<file path="config.mk">
export PLATFORM = sky130hd
export DESIGN_NAME = arccos_bisect
export DESIGN_NICKNAME = d
export VERILOG_FILES = /design/src/rtl/arccos_bisect.sv
export SDC_FILE = /design/constraint.sdc
export NUM_CORES = 1
export LEC_CHECK = 0
export CAP_MARGIN = 20
export CORE_UTILIZATION = 50
export CTS_CLUSTER_DIAMETER = 80
export DETAILED_ROUTE_END_ITERATION = 12
export GPL_ROUTABILITY_DRIVEN = 0
export GPL_TIMING_DRIVEN = 0
export PLACE_DENSITY = 0.72
export RECOVER_POWER = 25
export SYNTH_ARGS = -nofsm -noshare
export SYNTH_HDL_FRONTEND = slang
export SYNTH_SLANG_ARGS = --single-unit
</file>
<file path="constraint.sdc">
create_clock -name clk -period 6.7 [get_ports clk]
set_input_delay 1.34 -clock clk [delete_from_list [all_inputs] [get_ports clk]]
set_output_delay 1.34 -clock clk [all_outputs]
set_load 0.01 [all_outputs]
</file>
<file path="src/rtl/arccos_bisect.sv">
// Arccos by bisection over the piecewise-linear cosine: returns the smallest angle code m in
// [0, PI_Q] whose PWL cosine f(m) is <= y. One request in flight, valid/ready on both sides.

`ifndef TOTAL_WIDTH
`define TOTAL_WIDTH 8
`endif
`ifndef FRAC_WIDTH
`define FRAC_WIDTH 4
`endif

module arccos_bisect #(
    parameter int DATA_W = `TOTAL_WIDTH,
    parameter int FRAC_W = `FRAC_WIDTH,
    parameter int PI_Q   = 50,
    parameter int ITER   = 6
) (
    input  logic              clk,
    input  logic              rst,
    input  logic              in_valid,
    output logic              in_ready,
    input  logic [DATA_W-1:0] y_in,
    output logic              out_valid,
    input  logic              out_ready,
    output logic [DATA_W-1:0] x_out,
    output logic              clip,
    output logic              busy
);

    localparam int CntW = $clog2(ITER + 1);

    localparam logic signed [DATA_W-1:0] OneQ    = DATA_W'(1 << FRAC_W);
    localparam logic signed [DATA_W-1:0] NegOneQ = -OneQ;
    localparam logic signed [DATA_W-1:0] PiQ     = DATA_W'(PI_Q);

    // Segment breakpoints, slopes and intercepts of the PWL cosine (codes at ONE = 16).
    localparam logic signed [DATA_W-1:0] Seg1Start = DATA_W'(13);
    localparam logic signed [DATA_W-1:0] Seg2Start = DATA_W'(38);
    localparam logic signed [DATA_W-1:0] Slope0    = DATA_W'(-6);
    localparam logic signed [DATA_W-1:0] Slope1    = DATA_W'(-14);
    localparam logic signed [DATA_W-1:0] Slope2    = DATA_W'(-6);
    localparam logic signed [DATA_W-1:0] Icpt0     = DATA_W'(16);
    localparam logic signed [DATA_W-1:0] Icpt1     = DATA_W'(23);
    localparam logic signed [DATA_W-1:0] Icpt2     = DATA_W'(3);

    typedef enum logic [1:0] {
        StIdle,
        StSearch,
        StDone
    } state_e;

    state_e                     state_q, state_d;
    logic signed [DATA_W-1:0]   lo_q, lo_d;
    logic signed [DATA_W-1:0]   hi_q, hi_d;
    logic signed [DATA_W-1:0]   y_q, y_d;
    logic signed [DATA_W-1:0]   x_q, x_d;
    logic                       clip_q, clip_d;
    logic [CntW-1:0]            cnt_q, cnt_d;

    logic [DATA_W:0]            sum;
    logic signed [DATA_W-1:0]   mid;
    logic signed [DATA_W-1:0]   f_mid;
    logic signed [DATA_W-1:0]   y_sgn;

    function automatic logic signed [DATA_W-1:0] pwl_cos(input logic signed [DATA_W-1:0] m);
        logic signed [DATA_W-1:0]   slope;
        logic signed [DATA_W-1:0]   icpt;
        logic signed [2*DATA_W-1:0] m_w;
        logic signed [2*DATA_W-1:0] s_w;
        logic signed [2*DATA_W-1:0] prod;
        if (m < Seg1Start) begin
            slope = Slope0;
            icpt  = Icpt0;
        end else if (m < Seg2Start) begin
            slope = Slope1;
            icpt  = Icpt1;
        end else begin
            slope = Slope2;
            icpt  = Icpt2;
        end
        m_w  = (2*DATA_W)'(m);
        s_w  = (2*DATA_W)'(slope);
        prod = m_w * s_w;
        // Arithmetic shift floors toward -inf, matching the reference cosine unit.
        return DATA_W'(prod >>> FRAC_W) + icpt;
    endfunction

    always_comb begin
        sum   = {1'b0, lo_q} + {1'b0, hi_q};
        mid   = $signed(sum[DATA_W:1]);
        f_mid = pwl_cos(mid);
        y_sgn = $signed(y_in);
    end

    always_comb begin
        state_d   = state_q;
        lo_d      = lo_q;
        hi_d      = hi_q;
        y_d       = y_q;
        x_d       = x_q;
        clip_d    = clip_q;
        cnt_d     = cnt_q;
        in_ready  = 1'b0;
        out_valid = 1'b0;

        unique case (state_q)
            StIdle: begin
                in_ready = 1'b1;
                if (in_valid) begin
                    y_d     = y_sgn;
                    lo_d    = '0;
                    hi_d    = PiQ;
                    cnt_d   = '0;
                    clip_d  = (y_sgn > OneQ) || (y_sgn < NegOneQ);
                    state_d = StSearch;
                end
            end
            StSearch: begin
                // Once the interval has collapsed, hold it so lo cannot run past PI_Q.
                if (lo_q < hi_q) begin
                    if (f_mid > y_q) begin
                        lo_d = mid + DATA_W'(1);
                    end else begin
                        hi_d = mid;
                    end
                end
                cnt_d = cnt_q + CntW'(1);
                if (cnt_q == CntW'(ITER - 1)) begin
                    x_d     = lo_d;
                    state_d = StDone;
                end
            end
            StDone: begin
                out_valid = 1'b1;
                if (out_ready) begin
                    state_d = StIdle;
                end
            end
            default: begin
                state_d = StIdle;
            end
        endcase
    end

    always_ff @(posedge clk) begin
        if (rst) begin
            state_q <= StIdle;
            lo_q    <= '0;
            hi_q    <= '0;
            y_q     <= '0;
            x_q     <= '0;
            clip_q  <= 1'b0;
            cnt_q   <= '0;
        end else begin
            state_q <= state_d;
            lo_q    <= lo_d;
            hi_q    <= hi_d;
            y_q     <= y_d;
            x_q     <= x_d;
            clip_q  <= clip_d;
            cnt_q   <= cnt_d;
        end
    end

    assign x_out = x_q;
    assign clip  = clip_q;
    assign busy  = (state_q != StIdle);

endmodule
</file>
==> run metrics <==
outcome finished, violations left; violations in the final reports negative setup slack; CTS tree built; Remaining Overflow, GRT 0; routed via count 3582; minimum clock period after layout 7.06 ns; final clock period utilization by the worst path 1.05; CP max-delay cell sky130_fd_sc_hd__or4_4; Post-Route Hold Slack between 0.4 and 0.5 ns; setup repair after global routing missed its margin true; DRT iter0 DRCs 334; overall global routing resource usage 0.289; Std-Cell Core Area around 0.0065 mm²; pin count of the biggest net entering global routing 14; die area 0.00717 mm²; worst skew pair latency 0.30 ns; layout cell share with drive strength beyond 1 0.316; Post-Synth XOR/XNOR Area 0.0717; EDFF count, synth 0; Post-Place Cells 523; total number of H-tree levels 2; antenna diode instance count 0; die boundary width 84.7 µm; commonest register cell after synthesis sky130_fd_sc_hd__dfxtp_1; arrival time worst endpoint 7.23 ns; Crit path top cell by count sky130_fd_sc_hd__xnor2_2; largest fanout of any net on the critical path 7; MaxCap Viol Count 0; Crit path largest cell delay 0.54 ns; number of clock sinks 38; Final ANT Viol Nets 0; number of global-route vias before repair 3548; Data required, critical path ~6.9 ns; synthesized net count 494; Vias per Instance 6.32; total half-perimeter wirelength after legalization and detailed placement 6170 µm; compound-gate portion of the synthesized area 0.189; average instance area after synthesis 8.08 µm²; number of nets in the layout 560; main combinational cell family by area after synthesis adder cells; ys async rst share 0; number of detailed-routing iterations run before antenna repair 5; worst-margin pin slew 0.695 ns; minimum setup slack in the final design -0.362 ns; total of hold buffers inserted after clock tree synthesis 0; post-synthesis instance area 0.00342 mm²; clock slew at reported path FFs about 0.09 ns; category of the critical setup timing path reg -> reg; initial antenna violation count 0; WL final 11600 µm; starting density of the core 0.529; count of synthesis-stage warnings from yosys 0; mux contribution to synthesized area 0.0121; register area share after synthesis 0.223; gate count of the mapped netlist 423; Hold/Removal Path Class reg -> reg; post-layout utilization of the core 0.744; Setup crit start kind flip-flop; number of slew-limit violations in the final report 0; CTS Buffer Depth 2; row count 29; average routed wire per standard cell 20.4 µm; count of different cell masters after synthesis 58; hold violation total from the final report 0; ports placed on the boundary 24; adder and majority gate portion of the synthesized area 0.231; area share of and/or/nand/nor cells after synthesis 0.212; area growth from synthesis to final layout 40.6%; die span in y 84.7 µm; Num CTS Buffers 5; final setup violating endpoints 24; post-place setup slack -1.11 ns; clock tree root driver cell sky130_fd_sc_hd__clkbuf_8; wire length of the first global-routing pass 16400 µm; CP Capture Type flip-flop; Fmax 0.142 GHz; final cell count without fillers between 500 and 600; Buffers on Ports 23; DRC Markers 0; Max Clock Skew 0.00949 ns; number of synthesized register bits 38; max-slew headroom at the worst pin 0.537
-- final timing paths --
check,cells after the start,start,slack (ns),end
worst min register to register,2,y_q[2],0.46,y_q[2]
worst max-delay path,30,lo_q[2],-0.36,x_out[4]
worst max register to register,30,lo_q[2],-0.36,x_out[4]
worst min-delay path,2,y_q[2],0.46,y_q[2]
-- flip-flops by register name, indices dropped and copies added, names as in the netlist --
name / flops
cnt_q: 3
x_out: 8
clip: 1
lo_q: 8
hi_q: 8
y_q: 8
state_q: 2
-- area by class of cell --
type                            instances  area [µm²]
Buffer                                 12        71.3
Clock buffer                            5        68.8
Clock inverter                          3        68.8
Fill cell                             433        1650
Inverter                               41         168
Multi-Input combinational cell        331        3050
Sequential cell                        38         771
Tap cell                               77        96.3
Timing Repair Buffer                   60         513
-- per-stage QoR --
step	instance area [µm²]	TNS [ns]
6_report	4800	-6.40
5_1_grt	4800	-10.99
4_1_cts	4550	-0.721
3_5_place_dp	3740	-22.62
3_3_place_gp	3740	-19.85
2_1_floorplan	3420	0
-- cells in the mapped netlist (2+ instances only) --
| cell type | n | area share |
|---|---|---|
| sky130_fd_sc_hd__nand2b_1 | 6 | 0.011 |
| sky130_fd_sc_hd__inv_1 | 40 | 0.044 |
| sky130_fd_sc_hd__a21o_1 | 6 | 0.013 |
| sky130_fd_sc_hd__a221oi_1 | 2 | 0.0051 |
| sky130_fd_sc_hd__o21ai_1 | 2 | 0.0029 |
| sky130_fd_sc_hd__o211ai_1 | 5 | 0.011 |
| sky130_fd_sc_hd__a31oi_1 | 6 | 0.011 |
| sky130_fd_sc_hd__o21bai_1 | 3 | 0.0066 |
| sky130_fd_sc_hd__nor2_1 | 26 | 0.029 |
| sky130_fd_sc_hd__ha_1 | 52 | 0.19 |
| sky130_fd_sc_hd__nand3b_1 | 3 | 0.0066 |
| sky130_fd_sc_hd__nor3_1 | 7 | 0.010 |
| sky130_fd_sc_hd__or3_1 | 6 | 0.011 |
| sky130_fd_sc_hd__xor2_1 | 7 | 0.018 |
| sky130_fd_sc_hd__and2b_1 | 3 | 0.0066 |
| sky130_fd_sc_hd__buf_2 | 3 | 0.0044 |
| sky130_fd_sc_hd__a21oi_1 | 40 | 0.059 |
| sky130_fd_sc_hd__fa_1 | 7 | 0.041 |
| sky130_fd_sc_hd__clkbuf_1 | 9 | 0.0099 |
| sky130_fd_sc_hd__nand3_1 | 13 | 0.019 |
| sky130_fd_sc_hd__mux2i_1 | 3 | 0.0088 |
| sky130_fd_sc_hd__and3_1 | 2 | 0.0037 |
| sky130_fd_sc_hd__o31ai_1 | 3 | 0.0066 |
| sky130_fd_sc_hd__nand4_1 | 4 | 0.0073 |
| sky130_fd_sc_hd__a211oi_1 | 7 | 0.015 |
| sky130_fd_sc_hd__xnor2_1 | 16 | 0.041 |
| sky130_fd_sc_hd__dfxtp_1 | 38 | 0.22 |
| sky130_fd_sc_hd__o21ai_0 | 14 | 0.020 |
| sky130_fd_sc_hd__nor2b_1 | 6 | 0.011 |
| sky130_fd_sc_hd__and2_1 | 4 | 0.0073 |
| sky130_fd_sc_hd__nand2_1 | 53 | 0.058 |
-- cells in the final DEF, fill, tap and decap left out, types with 4 or more instances in the layout --
cell	Yosys	layout
sky130_fd_sc_hd__nand2_1	53	48
sky130_fd_sc_hd__buf_4	1	35
sky130_fd_sc_hd__ha_1	52	35
sky130_fd_sc_hd__inv_1	40	33
sky130_fd_sc_hd__dfxtp_1	38	30
sky130_fd_sc_hd__a21oi_1	40	27
sky130_fd_sc_hd__clkdlybuf4s50_1	0	20
sky130_fd_sc_hd__nor2_1	26	19
sky130_fd_sc_hd__o21ai_0	14	14
sky130_fd_sc_hd__nand3_1	13	12
sky130_fd_sc_hd__ha_4	0	11
sky130_fd_sc_hd__a21oi_2	1	9
sky130_fd_sc_hd__xnor2_1	16	8
sky130_fd_sc_hd__clkbuf_1	9	8
sky130_fd_sc_hd__dfxtp_2	0	8
sky130_fd_sc_hd__xor2_1	7	6
sky130_fd_sc_hd__nor3_1	7	6
sky130_fd_sc_hd__a21o_1	6	6
sky130_fd_sc_hd__xnor2_2	1	6
sky130_fd_sc_hd__a31oi_1	6	6
sky130_fd_sc_hd__ha_2	0	6
sky130_fd_sc_hd__nor2_2	0	5
sky130_fd_sc_hd__buf_6	0	5
sky130_fd_sc_hd__nor2b_1	6	5
sky130_fd_sc_hd__a21oi_4	0	5
sky130_fd_sc_hd__o211ai_1	5	5
sky130_fd_sc_hd__nand2_2	0	5
sky130_fd_sc_hd__inv_2	1	5
sky130_fd_sc_hd__fa_1	7	5
sky130_fd_sc_hd__clkbuf_8	0	5
sky130_fd_sc_hd__a211oi_1	7	4
sky130_fd_sc_hd__xnor2_4	1	4
sky130_fd_sc_hd__nand4_1	4	4
sky130_fd_sc_hd__nand2b_1	6	4
-- critical path, delay by kind of cell, from the launching register on --
kind | cells | cell delay, ns
adders and majority gates | 7 | 1.98
buffers and inverters | 1 | 0.17
and+or+nand+nor | 5 | 1.10
DFF | 1 | 0.37
xor gates and xnor gates | 5 | 0.83
AOI/OAI and AO/OA | 12 | 2.46
-- cell families (layout without fill, tap and decap cells) --
logic type | after synthesis | after routing
AND/OR/NAND/NOR | 143 | 143
AO/OA/AOI/OAI | 100 | 100
adder cells (fa/ha/maj) | 59 | 59
buffers and inverters | 54 | 121
flip-flops | 38 | 38
XOR/XNOR | 25 | 25
multiplexers | 4 | 4
-- repair_timing --
item | CTS | global route
pin swaps | 38 | 48
setup buffers | 29 | 7
setup endpoints to repair | 24 | 24
gates resized for setup | 86 | 43
gates cloned | 1 | 0
-- metal layers --
layer	global-route usage	routed length, µm	up-vias
li1	-	-	1598
met1	0.339	4340	1702
met2	0.516	5700	210
met3	0.0472	850	72
met4	0.134	705	0
met5	0	0	-
Power is not shown: default switching activity piles up to over one toggle a cycle in this logic, so the estimate is an artifact.
